===== src/rtl/program_loader.sv =====
// Streams 2**ADDR_WIDTH words into RAM through the MAR programming bus, then releases run mode.
// Optional trailing-checksum verification is enabled with `define LOADER_CHECKSUM_EN.
module program_loader #(
  parameter int ADDR_WIDTH = 4,
  parameter int DATA_WIDTH = 8
) (
  input  logic                  clk,
  input  logic                  clr_bar,
  input  logic                  start,
  input  logic [DATA_WIDTH-1:0] in_data,
  input  logic                  in_valid,
  output logic                  in_ready,
  output logic [ADDR_WIDTH-1:0] prog_bus_out,
  output logic [DATA_WIDTH-1:0] prog_data,
  output logic                  prog_we,
  output logic                  run_not_prog,
  output logic                  busy,
  output logic                  done,
  output logic                  err
);

  localparam logic [2:0] S_IDLE  = 3'd0;
  localparam logic [2:0] S_LOAD  = 3'd1;
  localparam logic [2:0] S_WRITE = 3'd2;
  localparam logic [2:0] S_HOLD  = 3'd3;
  localparam logic [2:0] S_DONE  = 3'd4;
  localparam logic [2:0] S_CHECK = 3'd5;
  localparam logic [2:0] S_ERROR = 3'd6;

  localparam logic [ADDR_WIDTH-1:0] LAST_ADDR = {ADDR_WIDTH{1'b1}};

  logic [2:0]            state_reg, state_next;
  logic [ADDR_WIDTH-1:0] addr_reg, addr_next;
  logic [ADDR_WIDTH-1:0] prog_bus_reg, prog_bus_next;
  logic [DATA_WIDTH-1:0] prog_data_reg, prog_data_next;
  logic [DATA_WIDTH-1:0] sum_reg, sum_next;
  logic                  done_reg, done_next;
  logic                  err_reg, err_next;

  always_comb begin
    state_next     = state_reg;
    addr_next      = addr_reg;
    prog_bus_next  = prog_bus_reg;
    prog_data_next = prog_data_reg;
    sum_next       = sum_reg;
    done_next      = 1'b0;
    err_next       = err_reg;
    case (state_reg)
      S_IDLE, S_DONE: begin
        if (start) begin
          state_next = S_LOAD;
          addr_next  = '0;
          sum_next   = '0;
        end
      end
      S_LOAD: begin
        if (in_valid) begin
          prog_data_next = in_data;
          prog_bus_next  = addr_reg;
          sum_next       = sum_reg + in_data;
          state_next     = S_WRITE;
        end
      end
      S_WRITE: state_next = S_HOLD;
      S_HOLD: begin
        // The last address always ends the image; the counter never wraps.
        if (addr_reg == LAST_ADDR) begin
`ifdef LOADER_CHECKSUM_EN
          state_next = S_CHECK;
`else
          state_next = S_DONE;
          done_next  = 1'b1;
`endif
        end else begin
          addr_next  = addr_reg + ADDR_WIDTH'(1);
          state_next = S_LOAD;
        end
      end
`ifdef LOADER_CHECKSUM_EN
      S_CHECK: begin
        if (in_valid) begin
          if (in_data == sum_reg) begin
            state_next = S_DONE;
            done_next  = 1'b1;
          end else begin
            state_next = S_ERROR;
            err_next   = 1'b1;
          end
        end
      end
      S_ERROR: begin
        if (start) begin
          state_next = S_LOAD;
          addr_next  = '0;
          sum_next   = '0;
          err_next   = 1'b0;
        end
      end
`endif
      default: state_next = S_IDLE;
    endcase
  end

  always_ff @(posedge clk) begin
    if (!clr_bar) begin
      state_reg     <= S_IDLE;
      addr_reg      <= '0;
      prog_bus_reg  <= '0;
      prog_data_reg <= '0;
      sum_reg       <= '0;
      done_reg      <= 1'b0;
      err_reg       <= 1'b0;
    end else begin
      state_reg     <= state_next;
      addr_reg      <= addr_next;
      prog_bus_reg  <= prog_bus_next;
      prog_data_reg <= prog_data_next;
      sum_reg       <= sum_next;
      done_reg      <= done_next;
      err_reg       <= err_next;
    end
  end

  // ERROR keeps the MAR on the programming bus so a bad image never runs.
  assign run_not_prog = (state_reg == S_IDLE) || (state_reg == S_DONE);
  assign in_ready     = (state_reg == S_LOAD) || (state_reg == S_CHECK);
  assign busy         = (state_reg == S_LOAD) || (state_reg == S_WRITE) ||
                        (state_reg == S_HOLD) || (state_reg == S_CHECK);
  assign prog_we      = (state_reg == S_WRITE);
  assign prog_bus_out = prog_bus_reg;
  assign prog_data    = prog_data_reg;
  assign done         = done_reg;
`ifdef LOADER_CHECKSUM_EN
  assign err          = err_reg;
`else
  assign err          = 1'b0;
`endif

endmodule


===== config.mk =====
export PLATFORM = sky130hd
export DESIGN_NAME = program_loader
export DESIGN_NICKNAME = d
export VERILOG_FILES = /design/src/rtl/program_loader.sv
export SDC_FILE = /design/constraint.sdc
export NUM_CORES = 1
export LEC_CHECK = 0
export ABC_CLOCK_PERIOD_IN_PS = 1800
export CELL_PAD_IN_SITES_DETAIL_PLACEMENT = 1
export CELL_PAD_IN_SITES_GLOBAL_PLACEMENT = 2
export CORE_UTILIZATION = 25
export CTS_CLUSTER_SIZE = 16
export DETAILED_ROUTE_END_ITERATION = 8
export GPL_ROUTABILITY_DRIVEN = 0
export PLACE_DENSITY = 0.82
export SLEW_MARGIN = 20
export SYNTH_ARGS = -nofsm -noshare
export SYNTH_HDL_FRONTEND = slang
export SYNTH_SLANG_ARGS = --single-unit

===== constraint.sdc =====
create_clock -name clk -period 1.8 [get_ports clk]
set_clock_uncertainty 0.2 [all_clocks]
set_input_delay 0.36 -clock clk [delete_from_list [all_inputs] [get_ports clk]]
set_output_delay 0.36 -clock clk [all_outputs]
set_load 0.01 [all_outputs]

==> impl_metrics.ini <==
[status]
status = finished clean

[synthesis]
ys_ff_latch = 20
synth_flop_cell = dfxtp_1
yosys.area.top_type_share_pct = 44.0
syn-cell-area_um2 = 911
yosysWarnings = 0
yosys.cell_types.count = 30
ys_async_sr_fraction_pct = 0
synthCells = 105
yosysTopAreaCell = dfxtp_1
synth_enable_flop_cells = 0
ys_top_cells_by_area = dfxtp_1, nand2_1, a21boi_0, buf_4, nor3b_1
syn_avg_cell_area_um2 = 8.67
yosysSeqAreaShare_pct = 44.0
syn_nets = 118

[min_path]
min_from = prog_data[1]
hold_end = prog_data[1]
hold_class = reg2reg
worstHoldPathCells = 2

[finish]
fillers = 424
antenna_cells = 0
drive_gt1_share_pct = 13.9
largest_reg_flops = 8
area_delta_synth_final_pct = 45.7
nets = 151

[timing]
slew_violations = 0
rsz0062_at_grt = false
fin_crit_sh_pct = 97.2
post-route-worst-setup-slack_ns = 0.0503
hold_slack_ns = 0.268
fin_crit_ns = 1.75
hold_violations = 0
fmax_mhz = 572
setup_viol = 0

[detailed_routing]
vias = 846
firstDrtPassIters = 2
drt_wl_total_um = 2310
wire_per_inst_um = 12.6
ant_nets = 0
drt_iter0_drc = 8
post-route-drc-count = 0
vias_per_cell = 4.62

[cts]
clk_pin_slew_ns = 0.11
worstSkewPairLatency_ns = 0.31
holdBufCountCts = 0
clock-sinks = 20
post_cts_buffers = 0
clk_path_buf_depth = 2
cts_tree = built
cts_inserted_buffers = 3
root_buffer = clkbuf_4
ctsHtreeMaxLevel = 1

[grt]
grt.total_usage_pct = 12.2
grt_pass1_vias = 851
grt_pass1_wl_um = 3800
grt-ovfl-total = 0
grt_max_degree = 15
antenna_found_initial = 0

[pwr]
p_int_mw = 0.782
seqPwrFrac_pct = 45.8
pwr_density_cell_nw_per_um2 = 776
vdd_drop_max_mv = 0.401
leakage_nw = 0.604
clockPowerShare_pct = 36.3
swShare_pct = 24.1
power_switching_mw = 0.248
power.share.combinational_pct = 17.9

[run]
maxCapViolCount = 0

[floorplanning]
die-width_um = 62.4
rows = 21
fp.dieH_um = 62.4
floorplan.initialDensity_pct = 26.7
core_area_um2 = 3420
io_pins = 30
die_area_um2 = 3890

[place]
dp.final_hpwl_um = 1680
portBuffers = 28
dp_slack_ns = -0.0147

[worst_setup_path]
path_delay_family = buffers and inverters
path_cells = clkdlybuf4s50_1
worstSetupEndpointType = primary output
arrival_ns = 1.19
r2r_cells = 4
cp.required_ns = 1.24
r2r_end = addr_reg[3]
slowest_stage = clkdlybuf4s50_1
path_class = reg2out
reg2reg_slack_ns = 0.20
path_buf_inv = 1
cp_slowest_stage_delay_ns = 0.54
r2r-start = addr_reg[0]
crit_fanout = 2
cp-start-kind = flop
-- cells in the final DEF, fill, tap and decap left out, types with 2 or more instances in the layout --
cell / instances
clkdlybuf4s50_1: 17
mux2i_1: 2
o21ai_0: 2
clkbuf_4: 3
buf_4: 8
and3b_1: 2
nor2b_1: 2
nor2_1: 2
a21oi_1: 3
dlymetal6s2s_1: 7
nand3_1: 4
nand2_1: 28
a21boi_0: 12
inv_1: 2
nor3b_1: 3
dfxtp_1: 18
dlygate4sd2_1: 2
-- worst min-delay path, cell delays in order, from the launching register on --
cell and delay, ns:
dfxtp_1 0.33, nand2_1 0.04, a21boi_0 0.06
-- repair_timing --
| action | in CTS | in global routing |
|---|---|---|
| setup endpoints to repair | 4 | 9 |
| pin swaps | 0 | 0 |
| gates resized for setup | 8 | 10 |
-- cell usage after synthesis (2+ instances only) --
cell type  number
nand2_1        28
dfxtp_1        20
a21boi_0       12
nand3_1         4
a21oi_1         3
buf_4           3
nor2_1          3
nor3b_1         3
and3b_1         2
buf_2           2
clkbuf_1        2
inv_1           2
mux2i_1         2
nor2b_1         2
o21ai_0         2
-- power by group through the flow --
stage          Clock [mW]  Combinational, mW  Sequential, mW
3_3_place_gp            0              0.192           0.481
4_1_cts             0.391              0.190           0.474
5_1_grt             0.405              0.202           0.476
3_5_place_dp            0              0.197           0.481
2_1_floorplan           0             0.0974           0.479
6_report            0.373              0.184           0.472
-- cell type report --
class | count | area [µm²] | area share (%)
clock inverter | 1 | 30.0 | 2.26
timing repair buffer | 36 | 350 | 26.4
clock buffer | 3 | 22.5 | 1.70
sequential | 20 | 405 | 30.5
inverter | 2 | 7.51 | 0.566
multi-input combinational | 75 | 454 | 34.2
tap | 46 | 57.6 | 4.34
-- cells by family after synthesis --
| kind of cell | share of synthesized area [%] |
|---|---|
| other | 0.412 |
| muxes | 2.20 |
| and+or+nand+nor | 27.7 |
| adders and majority gates | 1.37 |
| DFF | 44.0 |
| buffers and inverters | 6.46 |
| AOI/OAI and AO/OA | 17.9 |
-- routing by layer --
| layer | vias up | global-route usage (%) | part of all wire, % |
|---|---|---|---|
| li1 | 417 | - | - |
| met5 | - | 0 | 0 |
| met1 | 403 | 14.4 | 46 |
| met2 | 24 | 21.6 | 49 |
| met3 | 2 | 3.86 | 4.4 |
| met4 | 0 | 2.62 | 0.35 |
-- how the worst max path moves through the flow --
stage	endpoint	start	slack, ns	cells after the start
after CTS	busy	state_reg[0]	0.004	3
final	prog_bus_out[0]	prog_bus_out[0]	0.05	1
after detailed placement	prog_bus_out[1]	in_valid	-0.01	4
after global routing	prog_bus_out[0]	prog_bus_out[0]	0.002	1
after global placement	addr_reg[3]	start	0.02	5
after floorplan	addr_reg[3]	state_reg[1]	0.35	5
-- stage by stage --
step / util (%) / cells / setup TNS, ns / area (µm²) / total power, mW
after detailed placement: 36.8 / 179 / -0.0358 / 1260 / 0.678
after global routing: 38.9 / 183 / 0 / 1330 / 1.08
after floorplan: - / 105 / 0 / 911 / 0.576
final: 38.9 / 183 / 0 / 1330 / 1.03
after global placement: 36.8 / 179 / 0 / 1260 / 0.673
after CTS: 38.4 / 183 / 0 / 1310 / 1.05
Power figures use the tool's default switching activity.
